**config.mk**
```make
export PLATFORM = sky130hd
export DESIGN_NAME = irq_ctrl_flat
export DESIGN_NICKNAME = d
export VERILOG_FILES = /design/src/rtl/irq_ctrl_if.sv /design/src/rtl/irq_ctrl.sv /design/src/flat_wrapper.sv
export SDC_FILE = /design/constraint.sdc
export NUM_CORES = 1
export LEC_CHECK = 0
export ABC_AREA = 1
export CAP_MARGIN = 20
export CORE_MARGIN = 4
export CORE_UTILIZATION = 60
export DETAILED_ROUTE_END_ITERATION = 10
export GPL_TIMING_DRIVEN = 0
export PLACE_DENSITY = 0.84
export SYNTH_ARGS = -nofsm -noshare
export SYNTH_HDL_FRONTEND = slang
export SYNTH_SLANG_ARGS = --single-unit
```
**constraint.sdc**
```tcl
create_clock -name clk -period 6.3 [get_ports clk]
set_clock_uncertainty 0.05 [all_clocks]
set_input_delay 0.945 -clock clk [delete_from_list [all_inputs] [get_ports clk]]
set_output_delay 0.945 -clock clk [all_outputs]
set_load 0.005 [all_outputs]
```
**src/rtl/irq_ctrl_if.sv**
```systemverilog
// CPU I/O bus port of the interrupt controller.
// One register access per cycle while cs is high; DO is registered by the slave.
interface irq_ctrl_if;
  logic [2:0] AD;
  logic [7:0] DI;
  logic [7:0] DO;
  logic       rw;
  logic       cs;

  modport master (output AD, output DI, output rw, output cs, input DO);
  modport slave  (input AD, input DI, input rw, input cs, output DO);
endinterface

```
**src/rtl/irq_ctrl.sv**
```systemverilog
// Fixed-priority interrupt controller (source 0 highest) with pending, mask, edge/level mode and in-service tracking.
// Define IRQ_SYNC_EN to pass each irq_in line through a 2-flop synchronizer before sampling.
module irq_ctrl #(
  parameter int NSRC = 8
) (
  input  logic            clk,
  input  logic            rst,
  irq_ctrl_if.slave       bus,
  input  logic [NSRC-1:0] irq_in,
  output logic            irq
);

  localparam logic [7:0] VALID = 8'((9'd1 << NSRC) - 9'd1);

  logic [7:0] pend_q, pend_d;
  logic [7:0] mask_q, mask_d;
  logic [7:0] mode_q, mode_d;
  logic [7:0] isr_q,  isr_d;
  logic [7:0] prev_q, prev_d;
  logic [7:0] do_q,   do_d;
  logic       gie_q,  gie_d;
  logic       irq_q,  irq_d;

  logic [7:0] s_in;
  logic [7:0] samp;

  assign s_in = 8'(irq_in);

`ifdef IRQ_SYNC_EN
  logic [7:0] sync1_q, sync2_q;

  always_ff @(posedge clk or negedge rst) begin
    if (!rst) begin
      sync1_q <= 8'd0;
      sync2_q <= 8'd0;
    end else begin
      sync1_q <= s_in & VALID;
      sync2_q <= sync1_q;
    end
  end

  assign samp = sync2_q;
`else
  assign samp = s_in & VALID;
`endif

  logic rd_en, wr_en;
  logic wr_pend, wr_mask, wr_mode, wr_eoi, wr_ctrl, rd_vec;

  assign rd_en   = bus.cs & bus.rw;
  assign wr_en   = bus.cs & ~bus.rw;
  assign wr_pend = wr_en & (bus.AD == 3'd0);
  assign wr_mask = wr_en & (bus.AD == 3'd1);
  assign wr_mode = wr_en & (bus.AD == 3'd2);
  assign wr_eoi  = wr_en & (bus.AD == 3'd4);
  assign wr_ctrl = wr_en & (bus.AD == 3'd5);
  assign rd_vec  = rd_en & (bus.AD == 3'd3);

  logic [7:0] act;
  logic       cand_vld;
  logic [2:0] cand_idx;
  logic       isr_vld;
  logic [2:0] isr_idx;
  logic [3:0] isr_lvl;
  logic       eligible;

  assign act = pend_q & mask_q;

  // Scan from the top so the lowest set index is the one left standing.
  always_comb begin
    cand_vld = 1'b0;
    cand_idx = 3'd0;
    isr_vld  = 1'b0;
    isr_idx  = 3'd0;
    for (int i = 7; i >= 0; i--) begin
      if (act[i]) begin
        cand_vld = 1'b1;
        cand_idx = 3'(i);
      end
      if (isr_q[i]) begin
        isr_vld = 1'b1;
        isr_idx = 3'(i);
      end
    end
  end

  assign isr_lvl  = isr_vld ? {1'b0, isr_idx} : 4'd8;
  assign eligible = cand_vld & ({1'b0, cand_idx} < isr_lvl);

  logic [7:0] ack_bit, eoi_bit;
  logic [7:0] rise, clr, mode_chg;

  assign ack_bit  = (rd_vec & eligible) ? (8'd1 << cand_idx) : 8'd0;
  assign eoi_bit  = (wr_eoi & isr_vld) ? (8'd1 << isr_idx) : 8'd0;
  assign rise     = samp & ~prev_q;
  assign clr      = (wr_pend ? bus.DI : 8'd0) | ack_bit;
  assign mode_chg = wr_mode ? (bus.DI ^ mode_q) : 8'd0;

  always_comb begin
    pend_d = pend_q;
    mask_d = mask_q;
    mode_d = mode_q;
    isr_d  = isr_q;
    gie_d  = gie_q;
    prev_d = samp;
    do_d   = do_q;
    irq_d  = gie_q & eligible;

    // Edge bits: a new rising edge beats any clear; level bits follow the input.
    pend_d = (mode_q & (rise | (pend_q & ~clr))) | (~mode_q & samp);
    pend_d = pend_d & ~mode_chg & VALID;

    isr_d = (isr_q | ack_bit) & ~eoi_bit;

    if (wr_mask) mask_d = bus.DI & VALID;
    if (wr_mode) mode_d = bus.DI & VALID;
    if (wr_ctrl) gie_d  = bus.DI[0];

    if (rd_en) begin
      case (bus.AD)
        3'd0:    do_d = pend_q;
        3'd1:    do_d = mask_q;
        3'd2:    do_d = mode_q;
        3'd3:    do_d = eligible ? {5'b10000, cand_idx} : 8'h00;
        3'd4:    do_d = isr_q;
        3'd5:    do_d = {irq_q, 6'b000000, gie_q};
        3'd6:    do_d = samp;
        default: do_d = 8'h00;
      endcase
    end
  end

  always_ff @(posedge clk or negedge rst) begin
    if (!rst) begin
      pend_q <= 8'd0;
      mask_q <= 8'd0;
      mode_q <= 8'd0;
      isr_q  <= 8'd0;
      prev_q <= 8'd0;
      do_q   <= 8'd0;
      gie_q  <= 1'b0;
      irq_q  <= 1'b0;
    end else begin
      pend_q <= pend_d;
      mask_q <= mask_d;
      mode_q <= mode_d;
      isr_q  <= isr_d;
      prev_q <= prev_d;
      do_q   <= do_d;
      gie_q  <= gie_d;
      irq_q  <= irq_d;
    end
  end

  assign bus.DO = do_q;
  assign irq    = irq_q;

endmodule

```
**src/flat_wrapper.sv**
```systemverilog
// flat-port wrapper written by rule: the top's interface ports become plain ports
module irq_ctrl_flat 
#(
  parameter int NSRC = 8
)
  (clk, rst, irq_in, irq, bus_AD, bus_DI, bus_rw, bus_cs, bus_DO);
  irq_ctrl_if bus_i ();
  input  logic clk;
  input  logic rst;
  input  logic [NSRC-1:0] irq_in;
  output logic irq;
  input wire logic [$bits(bus_i.AD)-1:0] bus_AD;
  input wire logic [$bits(bus_i.DI)-1:0] bus_DI;
  input wire logic [$bits(bus_i.rw)-1:0] bus_rw;
  input wire logic [$bits(bus_i.cs)-1:0] bus_cs;
  output wire logic [$bits(bus_i.DO)-1:0] bus_DO;
  assign bus_i.AD = bus_AD;
  assign bus_i.DI = bus_DI;
  assign bus_i.rw = bus_rw;
  assign bus_i.cs = bus_cs;
  assign bus_DO = bus_i.DO;
  irq_ctrl #(.NSRC(NSRC)) u_core (.clk(clk), .rst(rst), .bus(bus_i), .irq_in(irq_in), .irq(irq));
endmodule
```
==> key figures, run 1 <==
Run status
  – Status: completed

Cells and area
  – Post-route insts no fill: 456
  – Ant diodes: 0
  – Final instance area: 0.00328 mm²
  – Nets: 429
  – Share of cells above drive strength 1: 0.0941
  – Area delta synth->final: 16.3%

Critical path
  – CP endpoint kind: register
  – Setup CP Type: input pin to register
  – Worst setup SP type: input pin
  – Crit Path Max Fanout: 10
  – CP arrival: 3.05 ns
  – Worst EP required: 6.43 ns

STA
  – Final setup violation count: 0
  – Worst slew pin tran: 0.747 ns
  – Slew Limit Fails: 0
  – RSZ-0062 raised after global routing: false
  – Post-layout min period: 2.92 ns
  – Relative slew slack: 0.489
  – Fin crit share: 0.464
  – Final Hold Fails: 0
  – Fin Setup TNS: 0 ns
  – F_max: 342 MHz
  – Hold_ws: 0.433 ns

Yosys
  – Seq cells post-synth: 50
  – Synth top area cells: dfrtp_1 (44%), nand2_1 (16%), inv_1 (5.3%)
  – Syn Nets: 391
  – Number of synthesized flops with an enable pin: 0
  – Post-synthesis sequential area ratio: 0.443
  – Post-synth top area share: 0.443
  – Most used DFF post-synth: dfrtp_1
  – Mean post-synth cell area: 7.72 µm²
  – Distinct cells, synth: 38
  – Count of warnings emitted by yosys: 0
  – Largest area contributor in the netlist: dfrtp_1
  – Post-Synthesis Cells: 366
  – Synth Cell Area: 0.00282 mm²
  – Ys async rst share: 1.00

Clock network
  – Register clock-pin slew on the reported worst setup and hold paths: 0.09 ns
  – Root Driver: clkbuf_8
  – Worst-Skew Late Latency: 0.30 ns
  – CTS tree: built
  – CTS Buf Count: 5
  – Post-CTS Hold Buffers: 0
  – Post-CTS setup repair buffer count: 0
  – Max clock buf depth: 2
  – Clock sinks: 50
  – H-tree depth: 2
  – CTS resizes: 0

Route
  – Wire per inst: 16.0 µm
  – Detail Route Antenna Nets: 0
  – DR iter-0 viols: 323
  – Drt drc: 0
  – 1st-pass router iterations: 5
  – Vias per std cell: 5.80
  – Via count: 2643
  – Total Routed Length: 7320 µm

Power and ir drop
  – Maximum VDD drop: 0.177 mV
  – Cell leakage power: 1.66 nW
  – Power Density: 290 mW/mm²

Floorplan
  – Die height: 76.6 µm
  – # rows: 24
  – Initial core utilization: 0.635
  – Die X: 76.6 µm
  – CORE AREA: 0.00444 mm²
  – I/O pin total: 32
  – Die area: 0.00587 mm²

Placed design
  – Port Buf Inserts: 30
  – Dpl cell area: 0.00320 mm²
  – Dpl cells: 449
  – DP Wirelength: 5530 µm
  – RePlAce Congestion: 0.923

GRT
  – Antenna violations before repair: 0
  – Gr ovfl total: 0
  – First-pass GRT wire length: 12000 µm
  – Vias in the first global route: 2483
  – Largest net degree at the start of global routing: 31
  – GRT Resource Usage Total: 0.260

Worst hold path
  – Min-Delay Path Class: register to register

Job
  – MaxCap Viol Count: 0
==> logic make-up after synthesis <==
| group | count (synthesis) | synth area share |
|---|---|---|
| xor+xnor | 8 | 0.0248 |
| simple gates | 194 | 0.316 |
| compound gates | 59 | 0.132 |
| buf+inv | 53 | 0.0753 |
| fa+ha+maj | 2 | 0.00886 |
| flops | 50 | 0.443 |
==> sequential cells by signal (all words and copies together), names as in the netlist <==
| name | flops |
|---|---|
| u_core.mask_q | 8 |
| u_core.mode_q | 8 |
| u_core.irq | 1 |
| u_core.prev_q | 8 |
| u_core.isr_q | 8 |
| u_core.bus.DO | 8 |
| u_core.pend_q | 8 |
| u_core.gie_q | 1 |
==> per-stage QoR <==
step | total power [W] | utilization | setup WS [ns]
CTS | 0.000949 | 0.739 | 3.38
global placement | 0.000762 | 0.718 | 2.79
global route | 0.00102 | 0.739 | 3.24
finish | 0.000951 | 0.739 | 3.38
detailed placement | 0.000772 | 0.721 | 3.07
floorplan | 0.000660 | - | 4.10
==> worst max-delay path, stage by stage <==
cell and delay, ns:
clkdlybuf4s50_1 0.53, nor3_2 0.67, nand2_1 0.34, clkbuf_1 0.35, nand2_1 0.14, o21ai_1 0.07
==> metal layers <==
layer | part of all wire | GRT usage | vias up
li1 | - | - | 1272
met3 | 0.071 | 0.0579 | 12
met5 | 0 | 0 | -
met2 | 0.47 | 0.413 | 95
met4 | 0.020 | 0.109 | 0
met1 | 0.44 | 0.343 | 1264
==> final timing paths <==
path	from	to	slack (ns)	depth (start not counted)
min in group asynchronous	rst	u_core.irq$_DFF_PN0_	0.55	1
worst min register to register	u_core.bus.DO[3]$_DFFE_PN0P_	u_core.bus.DO[3]$_DFFE_PN0P_	0.43	1
worst max-delay path	bus_AD[0]	u_core.mode_q[2]$_DFFE_PN0P_	3.38	6
worst max register to register	u_core.isr_q[3]$_DFF_PN0_	u_core.bus.DO[0]$_DFFE_PN0P_	3.97	12
max in group asynchronous	rst	u_core.mode_q[4]$_DFFE_PN0P_	5.11	2
worst min-delay path	u_core.bus.DO[3]$_DFFE_PN0P_	u_core.bus.DO[3]$_DFFE_PN0P_	0.43	1
==> Yosys cell counts, types with 2 or more instances <==
master / instances
o21ai_1: 18
a21oi_1: 9
nand3_1: 15
nor3_2: 3
inv_1: 40
o211ai_1: 2
a221oi_1: 4
o21ai_0: 8
nand2_2: 3
nor2_1: 25
nand4_1: 4
clkbuf_1: 3
a22oi_1: 8
a21oi_2: 2
ha_1: 2
xnor2_1: 8
nand2_1: 124
nand4_2: 7
nor3_1: 8
inv_2: 6
dfrtp_1: 50
==> power breakdown <==
part	switching [W]	leakage, nW	total, W	internal, W
Clock	0.000103	0.0373	0.000180	0.0000763
Combinational	0.000210	1.03	0.000349	0.000139
Sequential	0.0000497	0.595	0.000422	0.000373
==> cell type report <==
type	count	area, µm²
inverters	46	173
well taps	52	65.1
clock inverters	1	7.51
multi-input cells	263	1360
flip-flops and latches	50	1250
clock buffers	6	72.6
repair buffers	31	315
plain buffers	7	40.0
fillers	369	1160
==> layout by cell type, fill, tap and decap left out, types with 2 or more instances in the layout <==
master             n
clkbuf_8           5
nand3_1           15
a21oi_1            9
nand2_1          124
nand4_2            7
o21ai_0            8
clkbuf_1           4
ha_1               2
a21oi_2            2
dfrtp_1           50
inv_2              6
nor3_2             3
buf_2              2
inv_1             40
o21ai_1           18
nor2_1            25
o211ai_1           2
nor3_1             8
nand2_2            3
a22oi_1            8
a221oi_1           4
nand4_1            4
clkdlybuf4s50_1   29
xnor2_1            8
(Power assumes the default switching activity.)
==> run 2, diff against run 1 <==
--- a/config.mk
+++ b/config.mk
@@ -8,10 +8,10 @@
 export ABC_AREA = 1
 export CAP_MARGIN = 20
 export CORE_MARGIN = 4
-export CORE_UTILIZATION = 60
+export CORE_UTILIZATION = 56
 export DETAILED_ROUTE_END_ITERATION = 10
 export GPL_TIMING_DRIVEN = 0
-export PLACE_DENSITY = 0.84
+export PLACE_DENSITY = 0.8
 export SYNTH_ARGS = -nofsm -noshare
 export SYNTH_HDL_FRONTEND = slang
 export SYNTH_SLANG_ARGS = --single-unit
==> constraint.sdc (replaced) <==
create_clock -name clk -period 2.7 [get_ports clk]
set_clock_uncertainty 0.05 [all_clocks]
set_input_delay 0.405 -clock clk [delete_from_list [all_inputs] [get_ports clk]]
set_output_delay 0.405 -clock clk [all_outputs]
set_load 0.005 [all_outputs]
==> key figures, run 2 (synthesis results as in run 1) <==
Run status
  – Status: completed

Power and ir drop
  – Cell leakage power: 1.66 nW
  – Power Density: 672 mW/mm²
  – Maximum VDD drop: 0.398 mV

Critical path
  – Worst reg2reg path endpoint: u_core.pend_q[5]$_DFF_PN0_
  – Setup CP Type: input pin to register
  – Flop2flop setup slack: 0.35 ns
  – Crit Path Max Fanout: 10
  – CP arrival: 2.55 ns
  – Worst EP required: 2.85 ns
  – Worst setup SP type: input pin
  – FF-to-FF Start: u_core.isr_q[3]$_DFF_PN0_
  – Worst reg2reg path depth: 11
  – CP endpoint kind: register

GRT
  – First-pass GRT wire length: 11900 µm
  – Largest net degree at the start of global routing: 31
  – Gr ovfl total: 0
  – GRT Resource Usage Total: 0.249
  – Antenna violations before repair: 0
  – Vias in the first global route: 2376

Clock network
  – Max clock buf depth: 2
  – Register clock-pin slew on the reported worst setup and hold paths: 0.09 ns
  – CTS resizes: 0
  – CTS Buf Count: 5
  – CTS tree: built
  – Post-CTS Hold Buffers: 0
  – Clock sinks: 50
  – H-tree depth: 2
  – Worst-Skew Late Latency: 0.31 ns
  – Post-CTS setup repair buffer count: 0
  – Root Driver: clkbuf_8

Floorplan
  – Die X: 79.0 µm
  – Initial core utilization: 0.586
  – CORE AREA: 0.00482 mm²
  – # rows: 25
  – I/O pin total: 32
  – Die area: 0.00624 mm²
  – Die height: 79.0 µm

Cells and area
  – Commonest cells after routing, fill and taps aside: nand2_1 (124), dfrtp_1 (50), inv_1 (40)
  – Nets: 429
  – Post-route insts no fill: 471
  – Fillcell total: 457
  – Final core utilization: 0.686
  – Area delta synth->final: 17.0%
  – Share of cells above drive strength 1: 0.0941
  – Register area: 0.00125 mm²
  – Commonest non-fill, non-tap cell in the layout: nand2_1
  – Multi-input gate area: 0.00136 mm²
  – Ant diodes: 0

Placed design
  – RePlAce Congestion: 0.930
  – Port Buf Inserts: 30
  – Dpl cells: 464
  – DP Wirelength: 5510 µm

Route
  – Total Routed Length: 7260 µm
  – 1st-pass router iterations: 5
  – Via count: 2599
  – Vias per std cell: 5.52
  – Wire per inst: 15.4 µm
  – Drt drc: 0
  – Detail Route Antenna Nets: 0
  – DR iter-0 viols: 238

Job
  – MaxCap Viol Count: 0

STA
  – Worst slew pin tran: 0.751 ns
  – Final setup violation count: 0
  – F_max: 415 MHz
  – Slew Limit Fails: 0
  – Relative slew slack: 0.497
  – Final Hold Fails: 0
  – Fin crit share: 0.892
  – RSZ-0062 raised after global routing: false
  – Post-layout min period: 2.41 ns

Worst hold path
  – Min-Delay Path Class: input pin to asynchronous set/reset pin
[run 2: cell counts in the layout (fill, tap and decap cells not counted)]
Identical to the previous run, type by type.
[run 2: report_power, final]
part | switching [W] | internal, W
registers | 0.000115 | 0.000870
logic | 0.000484 | 0.000325
clock network | 0.000247 | 0.000178
total | 0.000846 | 0.00137
[run 2: layer usage]
| layer | vias up | part of all wire | wire (µm) | global-route usage |
|---|---|---|---|---|
| met5 | - | 0 | 0 | 0 |
| met4 | 0 | 0.017 | 123 | 0.0704 |
| met3 | 9 | 0.074 | 534 | 0.0601 |
| li1 | 1273 | - | - | - |
| met2 | 77 | 0.48 | 3490 | 0.394 |
| met1 | 1240 | 0.43 | 3110 | 0.340 |
[run 2: layout make-up]
type / instances / share of cell area
plain buffers: 7 / 0.0121
clock buffers: 6 / 0.0220
clock inverters: 1 / 0.00227
inverters: 46 / 0.0523
multi-input cells: 263 / 0.412
flip-flops and latches: 50 / 0.379
well taps: 67 / 0.0254
repair buffers: 31 / 0.0955
[run 2: worst max path at each step]
stage	startpoint	endpoint	slack [ns]	depth (start not counted)
finish	bus_AD[0]	u_core.mask_q[2]$_DFFE_PN0P_	0.29	7
global route	u_core.isr_q[3]$_DFF_PN0_	u_core.bus.DO[2]$_DFFE_PN0P_	0.08	12
CTS	bus_AD[0]	u_core.mask_q[2]$_DFFE_PN0P_	0.34	7
detailed placement	bus_AD[0]	u_core.mask_q[2]$_DFFE_PN0P_	0.03	7
global placement	rst	u_core.bus.DO[2]$_DFFE_PN0P_	-0.26	1
floorplan	u_core.isr_q[3]$_DFF_PN0_	u_core.bus.DO[0]$_DFFE_PN0P_	0.62	12
[run 2: through the flow]
| stage | cell area (µm²) | total power, W | TNS [ns] | setup slack, ns | hold slack, ns |
|---|---|---|---|---|---|
| 2_1_floorplan | 2820 | 0.00154 | 0 | 0.624 | 0.0594 |
| 3_3_place_gp | 3210 | 0.00177 | -12.82 | -0.259 | 0.414 |
| 3_5_place_dp | 3220 | 0.00180 | 0 | 0.0307 | 0.345 |
| 4_1_cts | 3300 | 0.00222 | 0 | 0.339 | 0.0156 |
| 5_1_grt | 3300 | 0.00237 | 0 | 0.0810 | 0.0377 |
| 6_report | 3300 | 0.00222 | 0 | 0.293 | 0.00916 |
[run 2: critical path, cell delays in order]
cell and delay [ns]:
clkdlybuf4s50_1 0.59, inv_2 0.09, nor3_2 0.58, nand2_1 0.42, buf_2 0.32, nand2_1 0.08
o21ai_1 0.06
==> run 3, diff against run 2 <==
--- a/config.mk
+++ b/config.mk
@@ -7,7 +7,7 @@
 export LEC_CHECK = 0
 export ABC_AREA = 1
 export CAP_MARGIN = 20
-export CORE_MARGIN = 4
+export CORE_MARGIN = 1
 export CORE_UTILIZATION = 56
 export DETAILED_ROUTE_END_ITERATION = 10
 export GPL_TIMING_DRIVEN = 0
==> key figures, run 3 (synthesis results as in run 1) <==
Clock network
  – Worst-Skew Late Latency: 0.31 ns
  – Register clock-pin slew on the reported worst setup and hold paths: 0.09 ns
  – CTS tree: built
  – Max clock buf depth: 2
  – Clock sinks: 50
  – Post-CTS Hold Buffers: 0
  – Root Driver: clkbuf_8
  – CTS resizes: 0
  – H-tree depth: 2
  – Post-CTS setup repair buffer count: 0
  – CTS Buf Count: 5

Power and ir drop
  – Clock Power Share: 0.231
  – Switching power: 0.000852 W
  – Power, Total: 0.00234 W
  – Seq pwr share: 0.421
  – Pint: 0.00149 W
  – Maximum VDD drop: 0.433 mV
  – Combinational power share: 0.348
  – Cell leakage power: 1.68 nW
  – Power Density: 703 mW/mm²
  – Sw Ratio: 0.363

Critical path
  – Crit Path Max Fanout: 10
  – Slowest CP cell: nor4_2
  – Worst EP required: 2.85 ns
  – CP endpoint kind: register
  – Setup CP Type: register to register
  – Worst setup SP type: register
  – CP arrival: 2.59 ns
  – Critical-path cell list: nor4_2 -> inv_1 -> nor2_1 -> inv_1 -> ha_1 -> a21boi_0 -> nand2_2 -> buf_6 -> nand4_1 -> nand2_1 -> nand2_1 -> nand2_1
  – Slowest cell delay on critical path: 0.47 ns
  – Most frequent CP cell: nand2_1

Cells and area
  – Final core utilization: 0.697
  – Area delta synth->final: 18.1%
  – Register area: 0.00125 mm²
  – Ant diodes: 0
  – Nets: 429
  – Fillcell total: 408
  – Share of cells above drive strength 1: 0.0965
  – Commonest non-fill, non-tap cell in the layout: nand2_1
  – Multi-input gate area: 0.00136 mm²
  – Commonest cells after routing, fill and taps aside: nand2_1 (124), dfrtp_1 (50), inv_1 (40)
  – Final instance area: 0.00334 mm²

STA
  – Slew Limit Fails: 0
  – Fin crit share: 0.905
  – Relative slew slack: 0.484
  – Final setup violation count: 0
  – Final Hold Fails: 0
  – F_max: 409 MHz
  – Final Worst Setup Slack: 0.258 ns
  – Post-layout min period: 2.44 ns
  – RSZ-0062 raised after global routing: false
  – Worst slew pin tran: 0.769 ns

Worst hold path
  – Min-Delay Path Class: input pin to asynchronous set/reset pin

GRT
  – Antenna violations before repair: 0
  – GRT Resource Usage Total: 0.302
  – Vias in the first global route: 2438
  – First-pass GRT wire length: 11800 µm
  – Gr ovfl total: 0
  – Largest net degree at the start of global routing: 31

Route
  – Detail Route Antenna Nets: 0
  – 1st-pass router iterations: 5
  – Drt drc: 0
  – Via count: 2616
  – Wire per inst: 15.4 µm
  – DR iter-0 viols: 210
  – Vias per std cell: 5.55
  – Total Routed Length: 7240 µm

Floorplan
  – Die X: 73.0 µm
  – Die area: 0.00533 mm²
  – I/O pin total: 32
  – Die height: 73.0 µm
  – CORE AREA: 0.00479 mm²
  – # rows: 25
  – Initial core utilization: 0.590

Run status
  – Status: completed

Placed design
  – DP Wirelength: 5380 µm
  – Worst Setup Slack post-DPL: 0.0419 ns
  – Dpl cell area: 0.00322 mm²
  – Port Buf Inserts: 30
  – RePlAce Congestion: 0.899

Job
  – MaxCap Viol Count: 0
run 3: cell count changes in the layout (fill, tap and decap cells not counted):
cell,before,now
clkbuf_1,4,3
bufinv_16,0,1
clkinvlp_4,1,0
clkbuf_8,5,6
run 3: layer usage:
layer  global-route usage  wire length, µm  part of all wire  vias to the layer above
met5                    0                0                 0                        -
met2                0.476             3280              0.45                       92
met4                0.120              212             0.029                        0
met1                0.400             3270              0.45                     1225
met3               0.0732              486             0.067                       22
li1                     -                -                 -                     1277
run 3: final timing paths:
kind | startpoint | end | slack (ns) | depth (start not counted)
min in group clk | u_core.bus.DO[1]$_DFFE_PN0P_ | u_core.bus.DO[1]$_DFFE_PN0P_ | 0.44 | 2
max in group asynchronous | rst | u_core.pend_q[4]$_DFF_PN0_ | 2.07 | 2
hold / removal | rst | u_core.prev_q[7]$_DFF_PN0_ | 0.004 | 1
hold reg to reg | u_core.bus.DO[1]$_DFFE_PN0P_ | u_core.bus.DO[1]$_DFFE_PN0P_ | 0.44 | 2
setup reg to reg | u_core.isr_q[3]$_DFF_PN0_ | u_core.bus.DO[0]$_DFFE_PN0P_ | 0.26 | 12
setup / recovery | u_core.isr_q[3]$_DFF_PN0_ | u_core.bus.DO[0]$_DFFE_PN0P_ | 0.26 | 12
run 3: power groups by stage:
stage                     Sequential, W  Clock [W]  Combinational, W
final                          0.000986   0.000541          0.000817
after global routing            0.00100   0.000575          0.000914
after CTS                      0.000983   0.000545          0.000810
after detailed placement       0.000998          0          0.000796
after global placement         0.000992          0          0.000776
after floorplan                0.000973          0          0.000568
run 3: stage by stage:
| stage | hold WS [ns] | cells | TNS [ns] |
|---|---|---|---|
| floorplan | 0.0594 | 366 | 0 |
| global placement | 0.414 | 463 | -12.42 |
| detailed placement | 0.337 | 464 | 0 |
| CTS | 0.00444 | 471 | 0 |
| global route | 0.0192 | 471 | 0 |
| finish | 0.00396 | 471 | 0 |
run 3: cell type report:
| cell class | instances | share of cell area |
|---|---|---|
| Tap cell | 67 | 0.0251 |
| Inverter | 46 | 0.0518 |
| Clock inverter | 1 | 0.00900 |
| Multi-Input combinational cell | 263 | 0.408 |
| Sequential cell | 50 | 0.375 |
| Buffer | 7 | 0.0120 |
| Clock buffer | 6 | 0.0248 |
| Timing Repair Buffer | 31 | 0.0945 |
run 3: critical path, delay by kind of cell (launching register included):
kind	cells	cell delay, ns
adders and majority gates	1	0.27
buffers and inverters	3	0.29
AOI/OAI and AO/OA	1	0.28
and+or+nand+nor	7	1.03
DFF	1	0.42
